**src/rtl/adder_sched_pkg.sv**
```systemverilog
// adder_sched_pkg -- shared types and helpers for the shared-adder scheduler.
//   sched_state_e : output-slot state (EMPTY / FULL)
//   MAX_IDW       : widest requester ID supported (R <= 16)
//   id_w()        : requester-ID width for a given requester count
//   next_ptr()    : round-robin successor of a requester index, modulo R
package adder_sched_pkg;

  typedef enum logic {
    EMPTY = 1'b0,
    FULL  = 1'b1
  } sched_state_e;

  localparam int MAX_IDW = 4;

  // ID width for r requesters; never below 1 so the ID port always exists.
  function automatic int id_w(input int r);
    return (r <= 2) ? 1 : $clog2(r);
  endfunction

  // Successor of ptr in a ring of r requesters.
  function automatic logic [MAX_IDW-1:0] next_ptr(input logic [MAX_IDW-1:0] ptr,
                                                  input int r);
    return (ptr == MAX_IDW'(r - 1)) ? '0 : MAX_IDW'(ptr + 1'b1);
  endfunction

endpackage

```
**src/rtl/adder_sched_add.sv**
```systemverilog
// adder_sched_add -- the shared N-bit combinational adder element.
//   a, b  in  N  operands
//   cin   in  1  carry-in
//   sum   out N  sum modulo 2^N
//   cout  out 1  carry-out of the N-bit add
module adder_sched_add #(
  parameter int N = 8
) (
  input  logic [N-1:0] a,
  input  logic [N-1:0] b,
  input  logic         cin,
  output logic [N-1:0] sum,
  output logic         cout
);

  // Full N+1-bit add so the carry is never truncated.
  assign {cout, sum} = {1'b0, a} + {1'b0, b} + {{N{1'b0}}, cin};

endmodule

```
**src/rtl/adder_sched_rr_arbiter.sv**
```systemverilog
// rr_arbiter -- purely combinational round-robin pick.
//   req     in  R    request vector
//   ptr     in  IDW  highest-priority index this cycle
//   en      in  1    grant allowed (slot can accept)
//   gnt     out R    one-hot grant, all zero when disabled or idle
//   gnt_idx out IDW  index of the granted requester (valid when any_gnt)
//   any_gnt out 1    a grant is issued this cycle
module rr_arbiter #(
  parameter int R   = 4,
  parameter int IDW = 2
) (
  input  logic [R-1:0]   req,
  input  logic [IDW-1:0] ptr,
  input  logic           en,
  output logic [R-1:0]   gnt,
  output logic [IDW-1:0] gnt_idx,
  output logic           any_gnt
);

  logic [IDW-1:0] idx;
  logic           hit;

  // Scan the ring from the farthest offset back to ptr itself so that the
  // last hit written is the one closest to ptr.
  always_comb begin
    idx = '0;
    hit = 1'b0;
    for (int k = R - 1; k >= 0; k--) begin
      if (req[IDW'((int'(ptr) + k) % R)]) begin
        idx = IDW'((int'(ptr) + k) % R);
        hit = 1'b1;
      end
    end
  end

  assign any_gnt = en & hit;
  assign gnt_idx = idx;
  assign gnt     = any_gnt ? (R'(1) << idx) : '0;

endmodule

```
**src/rtl/adder_sched.sv**
```systemverilog
// adder_sched -- round-robin scheduler sharing one N-bit adder among R
// requesters, with a single registered result slot.
//   clk        in   1      clock, rising edge
//   rst        in   1      asynchronous active-low reset
//   req_valid  in   R      per-requester operand valid
//   req_ready  out  R      per-requester accept (at most one hot)
//   req_a      in   R*N    packed operand A, requester i at [i*N +: N]
//   req_b      in   R*N    packed operand B, same packing
//   req_cin    in   R      per-requester carry-in
//   res_valid  out  1      result slot occupied
//   res_ready  in   1      consumer takes the result
//   res_sum    out  N      registered sum
//   res_cout   out  1      registered carry-out
//   res_id     out  IDW    requester that produced the result
//   res_ovf    out  1      signed overflow (only with ADDER_SCHED_OVF_EN)
// Build option: define ADDER_SCHED_OVF_EN to add the res_ovf output.
module adder_sched
  import adder_sched_pkg::*;
#(
  parameter  int N   = 8,
  parameter  int R   = 4,
  localparam int IDW = $clog2(R)
) (
  input  logic           clk,
  input  logic           rst,
  input  logic [R-1:0]   req_valid,
  output logic [R-1:0]   req_ready,
  input  logic [R*N-1:0] req_a,
  input  logic [R*N-1:0] req_b,
  input  logic [R-1:0]   req_cin,
  output logic           res_valid,
  input  logic           res_ready,
  output logic [N-1:0]   res_sum,
  output logic           res_cout,
  output logic [IDW-1:0] res_id
`ifdef ADDER_SCHED_OVF_EN
  ,
  output logic           res_ovf
`endif
);

  typedef struct packed {
    logic           cout;
    logic [N-1:0]   sum;
    logic [IDW-1:0] id;
`ifdef ADDER_SCHED_OVF_EN
    logic           ovf;
`endif
  } res_t;

  sched_state_e        state_q, state_d;
  logic [IDW-1:0]      ptr_q;
  res_t                res_q, res_d;

  logic [R-1:0][N-1:0] a_arr, b_arr;
  logic [R-1:0]        gnt;
  logic [IDW-1:0]      gnt_idx;
  logic                any_gnt;
  logic                can_accept;
  logic                xfer;
  logic                consume;
  logic [N-1:0]        a_sel, b_sel, sum_w;
  logic                cin_sel, cout_w;

  assign a_arr = req_a;
  assign b_arr = req_b;

  assign res_valid  = (state_q == FULL);
  assign consume    = res_valid & res_ready;
  assign can_accept = (state_q == EMPTY) | consume;

  // rst gates the arbiter so no ready is advertised while held in reset,
  // even though the slot itself reads as EMPTY then.
  rr_arbiter #(.R(R), .IDW(IDW)) u_arb (
    .req     (req_valid),
    .ptr     (ptr_q),
    .en      (can_accept & rst),
    .gnt     (gnt),
    .gnt_idx (gnt_idx),
    .any_gnt (any_gnt)
  );

  assign req_ready = gnt;
  assign xfer      = any_gnt;

  // Operand steering into the single shared adder.
  assign a_sel   = a_arr[gnt_idx];
  assign b_sel   = b_arr[gnt_idx];
  assign cin_sel = req_cin[gnt_idx];

  adder_sched_add #(.N(N)) u_add (
    .a    (a_sel),
    .b    (b_sel),
    .cin  (cin_sel),
    .sum  (sum_w),
    .cout (cout_w)
  );

  // Next-state and next-result. A transfer wins over a plain consume, which
  // gives back-to-back replacement with no bubble. A consume alone only
  // frees the slot; the data fields keep their last values.
  always_comb begin
    state_d = state_q;
    res_d   = res_q;
    if (xfer) begin
      state_d   = FULL;
      res_d.sum  = sum_w;
      res_d.cout = cout_w;
      res_d.id   = gnt_idx;
`ifdef ADDER_SCHED_OVF_EN
      res_d.ovf  = (a_sel[N-1] == b_sel[N-1]) & (sum_w[N-1] != a_sel[N-1]);
`endif
    end else if (consume) begin
      state_d = EMPTY;
    end
  end

  always_ff @(posedge clk or negedge rst) begin
    if (!rst) state_q <= EMPTY;
    else      state_q <= state_d;
  end

  always_ff @(posedge clk or negedge rst) begin
    if (!rst) begin
      res_q <= '0;
      ptr_q <= '0;
    end else begin
      res_q <= res_d;
      // Pointer only advances past a granted requester; idle and
      // backpressured cycles leave it alone.
      if (xfer) ptr_q <= IDW'(next_ptr(MAX_IDW'(gnt_idx), R));
    end
  end

  assign res_sum  = res_q.sum;
  assign res_cout = res_q.cout;
  assign res_id   = res_q.id;
`ifdef ADDER_SCHED_OVF_EN
  assign res_ovf  = res_q.ovf;
`endif

endmodule

```
**config.mk**
```make
export PLATFORM = sky130hd
export DESIGN_NAME = adder_sched
export DESIGN_NICKNAME = d
export VERILOG_FILES = /design/src/rtl/adder_sched_pkg.sv /design/src/rtl/adder_sched_add.sv /design/src/rtl/adder_sched_rr_arbiter.sv /design/src/rtl/adder_sched.sv
export SDC_FILE = /design/constraint.sdc
export NUM_CORES = 1
export LEC_CHECK = 0
export BUFFER_PORTS_ARGS = -buffer_cell sky130_fd_sc_hd__buf_2
export CAP_MARGIN = 25
export CORE_MARGIN = 8
export CORE_UTILIZATION = 47
export CTS_CLUSTER_DIAMETER = 120
export CTS_CLUSTER_SIZE = 20
export DETAILED_ROUTE_END_ITERATION = 8
export PLACE_DENSITY_LB_ADDON = 0.25
export SETUP_SLACK_MARGIN = 0.1
export SLEW_MARGIN = 20
export SYNTH_ARGS = -nofsm -noshare
export SYNTH_HDL_FRONTEND = slang
export SYNTH_HIERARCHICAL = 1
export SYNTH_SLANG_ARGS = --single-unit
```
**constraint.sdc**
```tcl
create_clock -name clk -period 8.03 [get_ports clk]
set_input_delay 0.803 -clock clk [delete_from_list [all_inputs] [get_ports clk]]
set_output_delay 0.803 -clock clk [all_outputs]
set_load 0.005 [all_outputs]
```
* Word level (Yosys, flattened, before mapping)
Index checks and enable logic that the tools add are counted.
** Cells by class
- Reduce and logical (&&, ||, !) cells :: 1
- Order comparisons :: 5
- Divide/modulo/power cells :: 0
- Shift-type cells :: 1
- Bitwise logic cells :: 5
- Add/subtract/negate cells :: 6
- Equality and inequality tests :: 1
- Multiply operators :: 0
- Multiplexer cells :: 30
** Operators with widths (number)
- binary-select mux 8 bit (select 2 bit) :: 2
- less-than comparator 2 x 4 -> 1 bit, second input constant :: 4
- 2-to-1 mux 8 bit :: 2
- 2-to-1 mux 1 bit :: 15
- binary-select mux 1 bit (select 2 bit) :: 5
- 2-to-1 mux 2 bit :: 5
- adder 8 x 8 -> 9 bit :: 1
- adder 9 x 1 -> 9 bit :: 1
- adder 2 x 1 -> 2 bit, second input constant :: 2
- adder 2 bit, second input constant :: 2
- 2-to-1 mux 4 bit :: 1
- << shifter 1 x 2 -> 4 bit, first input constant :: 1
- bitwise AND 1 bit :: 3
- less-than comparator 2 x 3 -> 1 bit, second input constant :: 1
- == test 2 bit, second input constant :: 1
- nonzero test 2 bit :: 1
- NOT 1 bit :: 1
- OR 1 bit :: 1
** Storage, ports and cells
- Output and inout port bits :: 16
- ROM bits :: 0
- Bits in latches :: 0
- Memories :: 0
- RAM bits :: 0
- Logic and storage cells :: 54
- Register bits after elaboration :: 14
- Bits of input ports :: 75

* Depth between registers and ports, before layout
Gate-level depths: netlist (run 1).
- Depth in word-level cells :: 12
- Mapped depth :: 12
- Depth with buffers taken out :: 10

* Modules after synthesis
Netlist (run 1), hierarchy kept.
** By module, submodules not included
- adder_sched :: cells each 54, seq. area each 350.3 um^2, times used 1, area each 994.7 um^2
- adder_sched_add :: cells each 40, seq. area each 0.0 um^2, times used 1, area each 331.6 um^2
- rr_arbiter :: cells each 18, seq. area each 0.0 um^2, times used 1, area each 145.1 um^2

* Worst setup path after synthesis (run 1)
No wires, ideal clock.
- Kind :: in2reg
- From :: input port req_valid[3]
- To :: register res_q, in the netlist res_cout
- Path buffers :: 2
- Arrival time :: 3.730 ns
- Stages on the path :: 12
- Data required time :: 7.905 ns
- Setup time :: 0.125 ns
- Slack :: 4.176 ns
- Path through :: nand2_1 > o211a_1 > a311oi_2 > buf_6 > buf_12 > mux4_2 > fa_1 > fa_1 > a21oi_1 > o21a_1 > o21ai_0 > mux2_2
** On the way
- Longest elaborated chain between the ends :: 11
- Elaborated cells on any way between the ends :: 29
- Those cells by class :: add/sub (2); mux (26); bitwise (1)
** RTL lines
- from (decl) :: RTL line adder_sched.sv:26 : input logic [R-1:0] req_valid,
- binary-select mux 1 bit (select 2 bit) :: RTL line adder_sched_rr_arbiter.sv:29 : if (req[IDW'((int'(ptr) + k) % R)]) begin
- 2-to-1 mux 1 bit (not written as such) (2 in series) :: RTL line adder_sched_rr_arbiter.sv:29
- 2-to-1 mux 2 bit (3 in series) :: RTL line adder_sched_rr_arbiter.sv:29
- 2-to-1 mux 2 bit (*) :: RTL line adder_sched_rr_arbiter.sv:29
- named net gnt_idx[0] :: RTL line adder_sched.sv:57 : logic [IDW-1:0] gnt_idx;
- binary-select mux 8 bit (select 2 bit) (*) :: RTL line adder_sched.sv:88 : assign b_sel = b_arr[gnt_idx];
- 2-to-1 mux 8 bit (not written as such) (*) :: RTL line adder_sched.sv:88
- named net b_sel[0] :: RTL line adder_sched.sv:62 : logic [N-1:0] a_sel, b_sel, sum_w;
- adder 8 x 8 -> 9 bit (*) :: RTL line adder_sched_add.sv:17 : assign {cout, sum} = {1'b0, a} + {1'b0, b} + {{N{1'b0}}, cin};
- adder 9 x 1 -> 9 bit (*) :: RTL line adder_sched_add.sv:17
- named net cout_w :: RTL line adder_sched.sv:63 : logic cin_sel, cout_w;
- to (signal assigned) :: RTL line adder_sched.sv:128 : res_q <= res_d;
- to (decl) :: RTL line adder_sched.sv:53 : res_t res_q, res_d;
Mark *: on every way through the listed nets, which the timed path passes. The rest lies on a longest branch. The select of a mux whose other input is x is not followed.
A chain may end at the register's enable or synchronous reset.

* Worst setup path after layout (run 1)
- From :: input port req_valid[3]
- To :: register res_q, in the netlist res_sum[4]
** On the way
- Longest elaborated chain between the ends :: 11
- Elaborated cells on any way between the ends :: 29
- Those cells by class :: add/sub (2); mux (26); bitwise (1)
** RTL lines
- binary-select mux 1 bit (select 2 bit) :: RTL line adder_sched_rr_arbiter.sv:29
- 2-to-1 mux 1 bit (not written as such) (2 in series) :: RTL line adder_sched_rr_arbiter.sv:29
- 2-to-1 mux 2 bit (3 in series) :: RTL line adder_sched_rr_arbiter.sv:29
- 2-to-1 mux 2 bit (*) :: RTL line adder_sched_rr_arbiter.sv:29
- named net gnt_idx[1] :: RTL line adder_sched.sv:57
- binary-select mux 8 bit (select 2 bit) (*) :: RTL line adder_sched.sv:87 : assign a_sel = a_arr[gnt_idx];
- 2-to-1 mux 8 bit (not written as such) (*) :: RTL line adder_sched.sv:87
- named net a_sel[0] :: RTL line adder_sched.sv:62
- adder 8 x 8 -> 9 bit (*) :: RTL line adder_sched_add.sv:17
- adder 9 x 1 -> 9 bit (*) :: RTL line adder_sched_add.sv:17
- named net sum_w[4] :: RTL line adder_sched.sv:62
Marked as above.

==> flow_summary.json, run 1 <==
{
  "cp.required_ps": 8190,
  "seq_area_sq_um": 350,
  "synth_top_area_cell": "dfrtp_1",
  "power.density_mw_per_mm2": 326,
  "cp_max_fo": 13,
  "hold_viol": 0,
  "cp_data_arrival_time_ps": 4060,
  "async_flop_share_pct": 100,
  "drc": 0,
  "first_pass_iters": 3,
  "hold_class": "in -> async",
  "outcome": "completed",
  "ys_types": 40,
  "syn-num-nets": 197,
  "post_cts.repair.setup_buffers": 0,
  "path_clk_slew_ps": 80,
  "grt_overflow": 0,
  "dp_hpwl_mm": 3.24,
  "vias": 1307,
  "ys_seq_area_share_pct": 23.8,
  "max-vdd-ir-drop_mv": 0.145,
  "utilization_pct": 65.5,
  "syn_to_final_growth_pct": 34.8,
  "viasPerCell": 5.31,
  "routed_wl_mm": 3.76,
  "antenna_found_initial": 0,
  "cts_resized": 0,
  "synth_edf_count": 0,
  "gp_congestion": 0.691,
  "synthTopCellsByCount": "14 x dfrtp_1, 13 x mux2_2, 9 x mux4_1",
  "combPwrFrac_pct": 74.3,
  "core_region_area_sq_mm": 0.00303,
  "p_int_mw": 0.382,
  "io_buffers": 90,
  "p_clk_share_pct": 5.9,
  "yosys_register_bits": 14,
  "wl_per_cell_um": 15.3,
  "switching_share_pct": 40.8,
  "power_mw": 0.646,
  "critPathKind": "in -> reg",
  "grt_pass1_wl_mm": 6.35,
  "ys.flop_type": "dfrtp_1",
  "track_usage_pct": 15.1,
  "io_pins": 91,
  "start_kind": "input pin",
  "fin_skew_ps": 3.78,
  "final_nets": 289,
  "cts_tree": "built",
  "synth_most_common_cell": "dfrtp_1",
  "ant_nets": 0,
  "fin_crit_ps": 3900,
  "fmax_mhz": 256,
  "htree_levels": 1,
  "dr.first_iter.drc_count": 53,
  "endpoint_kind": "flop",
  "antenna_cells": 0,
  "tightest_slew_ps": 573,
  "clock-sinks": 14,
  "tns_ps": 0,
  "dpl_cell_area_sq_mm": 0.00195,
  "synth_top_area_share_pct": 23.8,
  "dieArea_sq_mm": 0.00518,
  "insertion_delay_ps": 270,
  "cts_made_buffers": 3,
  "die_x_um": 72.0,
  "nFillCells": 222,
  "design_area_sq_mm": 0.00198,
  "ctsLongestPathBuffers": 2,
  "dieHeight_um": 72.0,
  "yosysWarnings": 6,
  "avgSynthCellArea_sq_um": 13.1,
  "rows": 20,
  "grt_max_degree": 25,
  "grt_pass1_vias": 1522,
  "final_cell_count_no_fill": 246,
  "p_leak_nw": 0.970,
  "max_slew_margin_pct": 61.7,
  "maxCapViolations": 0,
  "seq_power_share_pct": 19.8,
  "drv_slew": 0,
  "multiInputGateArea_sq_mm": 0.00107,
  "setup-violations-final": 0,
  "rsz0062_at_grt": "no",
  "clockRootBuffer": "clkbuf_4",
  "synth_cells": 112,
  "ctsHoldBuffers": 0,
  "ys_top_cells_by_area": "dfrtp_1 24%, mux4_1 16%, mux4_2 12%, mux2_2 9.9%, ha_1 6.8%",
  "netSwitchingPower_mw": 0.264,
  "period_share_pct": 48.6,
  "drive_above_1_share_pct": 61.4,
  "syn_area_sq_mm": 0.00147,
  "post-place-cells": 242,
  "start_util_pct": 48.6
}
registers in the layout, indices dropped and copies added, names as in the netlist:
register   count
ptr_q          2
res_valid      1
res_id         2
res_sum        8
res_cout       1
worst max-delay path: stages:
cell and delay, ps:
buf_2 140, and3b_1 200, o21a_1 200, a211oi_4 520
buf_6 240, mux4_1 330, fa_1 490, fa_1 410
a21oi_1 220, o21bai_1 100, xor2_1 140, mux2_2 260
stage by stage:
| step | worst slack, ps | hold slack (ps) |
|---|---|---|
| floorplan | 4180 | 495 |
| global placement | 3770 | 484 |
| detailed placement | 3630 | 492 |
| CTS | 3910 | 427 |
| global route | 3880 | 436 |
| finish | 4130 | 426 |
power by group through the flow:
stage | sequential, mW | clock (mW) | combinational (mW)
3_5_place_dp | 0.130 | 0 | 0.482
5_1_grt | 0.133 | 0.0431 | 0.534
6_report | 0.128 | 0.0379 | 0.480
2_1_floorplan | 0.130 | 0 | 0.372
3_3_place_gp | 0.127 | 0 | 0.466
4_1_cts | 0.129 | 0.0392 | 0.484
per-layer routing:
| layer | global-route usage, % | vias up | share of wire [%] |
|---|---|---|---|
| met2 | 27.5 | 53 | 52 |
| li1 | - | 640 | - |
| met1 | 16.5 | 612 | 41 |
| met5 | 0 | - | 0 |
| met4 | 4.76 | 0 | 0.67 |
| met3 | 3.99 | 2 | 6.7 |
worst paths after layout:
kind                              start         end  slack, ps  depth (start not counted)
min in group clk             res_sum[3]  res_sum[3]        500                          1
hold / removal                      rst    ptr_q[0]        430                          1
setup reg to reg               ptr_q[0]  res_sum[4]       4250                         11
setup / recovery           req_valid[3]  res_sum[4]       4130                         12
max in group asynchronous           rst  res_sum[3]       7350                          1
hold reg to reg              res_sum[3]  res_sum[3]        500                          1
final cells by class:
class / count / area share (%)
Sequential cell: 14 / 17.7
Inverter: 5 / 0.946
Clock buffer: 3 / 1.14
Timing Repair Buffer: 92 / 23.7
Multi-Input combinational cell: 88 / 53.8
Tap cell: 44 / 2.78
cells in the final DEF (no fill, tap or decap), types with 3 or more instances in the layout:
cell type / count
a21oi_1: 5
mux4_2: 8
mux2_2: 13
ha_1: 8
inv_1: 4
mux4_1: 9
clkbuf_4: 3
nand2_1: 3
dfrtp_1: 14
buf_2: 90
nor2_1: 3
nand2b_1: 4
cell families after synthesis:
| group | count (synthesis) | synth area share, % |
|---|---|---|
| flip-flops | 14 | 23.8 |
| AO/OA/AOI/OAI | 21 | 12.3 |
| XOR/XNOR | 4 | 2.38 |
| adder cells (fa/ha/maj) | 10 | 9.52 |
| multiplexers | 30 | 38.3 |
| buffers and inverters | 10 | 4.42 |
| AND/OR/NAND/NOR | 23 | 9.27 |
Power figures use the tool's default switching activity.
==> inputs of run 2 (changes only) <==
Settings changed: CORE_UTILIZATION 47 to 43.
Clock period 8.03 ns to 3.7 ns, I/O delays scaled along.
==> flow_summary.json, run 2 (synthesis gave the netlist of run 1 again) <==
{
  "outcome": "completed",
  "fin_skew_ps": 2.82,
  "hold_depth": 3,
  "max-vdd-ir-drop_mv": 0.300,
  "cts_made_buffers": 3,
  "dp_hpwl_mm": 3.56,
  "rows": 21,
  "die_x_um": 74.5,
  "clock-sinks": 14,
  "seq_power_share_pct": 18.4,
  "tightest_slew_ps": 563,
  "dr.first_iter.drc_count": 27,
  "dieArea_sq_mm": 0.00555,
  "vias": 1356,
  "switching_share_pct": 41.3,
  "design_area_sq_mm": 0.00207,
  "ant_nets": 0,
  "path_clk_slew_ps": 90,
  "maxCapViolations": 0,
  "final_cell_mix": "90 x buf_2, 13 x mux2_2, 13 x dfrtp_1",
  "power_mw": 1.52,
  "power.density_mw_per_mm2": 734,
  "largest_register_ffs": 8,
  "grt_pass1_vias": 1537,
  "wl_per_cell_um": 16.5,
  "reg2reg_from": "ptr_q[0]",
  "endpoint_kind": "flop",
  "critPathKind": "reg -> reg",
  "grt_max_degree": 16,
  "cp_data_arrival_time_ps": 3600,
  "cp-startpoint": "ptr_q[0]",
  "gp_congestion": 0.719,
  "final_nets": 295,
  "setup-violations-final": 0,
  "cp_max_fo": 15,
  "worstPathCellList": "inv_1 > o211a_1 > a311oi_4 > buf_6 > buf_12 > mux4_2 > fa_2 > fa_2 > a21oi_2 > o21bai_1 > xor2_1 > mux2_2",
  "worstPathBufferInverterCount": 3,
  "drc": 0,
  "combPwrFrac_pct": 75.9,
  "crit_family": "multiplexers",
  "insertion_delay_ps": 270,
  "r2r_cells": 12,
  "drive_above_1_share_pct": 65.4,
  "viasPerCell": 5.34,
  "cp.required_ps": 3870,
  "tns_ps": 0,
  "start_kind": "flop",
  "htree_levels": 1,
  "core_region_area_sq_mm": 0.00331,
  "first_pass_iters": 4,
  "critPathSlowestCell": "mux4_2",
  "antenna_found_initial": 0,
  "antenna_cells": 0,
  "track_usage_pct": 15.0,
  "cts_tree": "built",
  "fin_crit_ps": 3430,
  "fmax_mhz": 291,
  "dieHeight_um": 74.5,
  "hold_end": "res_valid",
  "period_share_pct": 92.8,
  "p_clk_share_pct": 5.7,
  "hold_viol": 0,
  "hold_class": "in -> reg",
  "p_int_mw": 0.890,
  "dpl_cell_area_sq_mm": 0.00199,
  "final_common_cell": "buf_2",
  "slowest_delay_ps": 530,
  "grt_overflow": 0,
  "p_leak_nw": 1.00,
  "min-delay-start": "res_ready",
  "max_slew_margin_pct": 62.4,
  "reg2reg_slack_ps": 270,
  "seq_area_sq_um": 352,
  "io_buffers": 90,
  "nFillCells": 298,
  "clockRootBuffer": "clkbuf_4",
  "start_util_pct": 44.4,
  "cp.depth": 12,
  "drv_slew": 0,
  "cpMostUsedCell": "fa_2",
  "routed_wl_mm": 4.19,
  "syn_to_final_growth_pct": 40.4,
  "netSwitchingPower_mw": 0.626,
  "rsz0062_at_grt": "no",
  "grt_pass1_wl_mm": 6.54,
  "multiInputGateArea_sq_mm": 0.00109,
  "io_pins": 91,
  "ctsLongestPathBuffers": 2,
  "r2r-end": "res_sum[4]"
}
run 2: timing repair:
item	CTS	global route
hold endpoints to repair	14	0
endpoints found under the setup margin	3	4
hold buffers	1	0
gates resized for setup	1	7
cloned	0	0
pin swaps	1	0
setup buffers	2	1
run 2: power by group through the flow:
stage	logic, mW	clock network (mW)	registers (mW)
after global routing	1.27	0.0947	0.292
after global placement	1.05	0	0.276
after detailed placement	1.10	0	0.280
final	1.15	0.0865	0.279
after CTS	1.12	0.0869	0.279
after floorplan	0.806	0	0.281
run 2: stage by stage:
stage | hold WS (ps) | setup slack, ps | util (%) | instances
floorplan | 74.4 | 168 | - | 112
global placement | 280 | 123 | 60.0 | 247
detailed placement | 295 | 10.2 | 60.0 | 247
CTS | 372 | 103 | 61.5 | 253
global route | 374 | 118 | 62.4 | 254
finish | 368 | 266 | 62.4 | 254
run 2: layout make-up:
type	count	area share [%]
Sequential cell	14	17.0
Multi-Input combinational cell	88	52.6
Tap cell	46	2.79
Timing Repair Buffer	98	25.6
Clock buffer	3	1.09
Inverter	5	0.909
run 2: worst max-delay path by stage:
stage / to
floorplan: res_cout
global placement: res_cout
detailed placement: res_sum[4]
CTS: res_sum[4]
global route: res_sum[4]
finish: res_sum[4]
run 2: routing by layer:
metal | wire (um) | GRT usage [%] | share of wire (%) | up-vias
met5 | 0 | 0 | 0 | -
met1 | 1620 | 16.0 | 39 | 653
met2 | 2260 | 28.2 | 54 | 49
li1 | - | - | - | 652
met3 | 283 | 4.31 | 6.8 | 2
met4 | 25 | 3.26 | 0.60 | 0
run 2: worst min-delay path, stage by stage:
cell and delay (ps):
buf_2 70, nand2b_1 100, nand2b_1 60
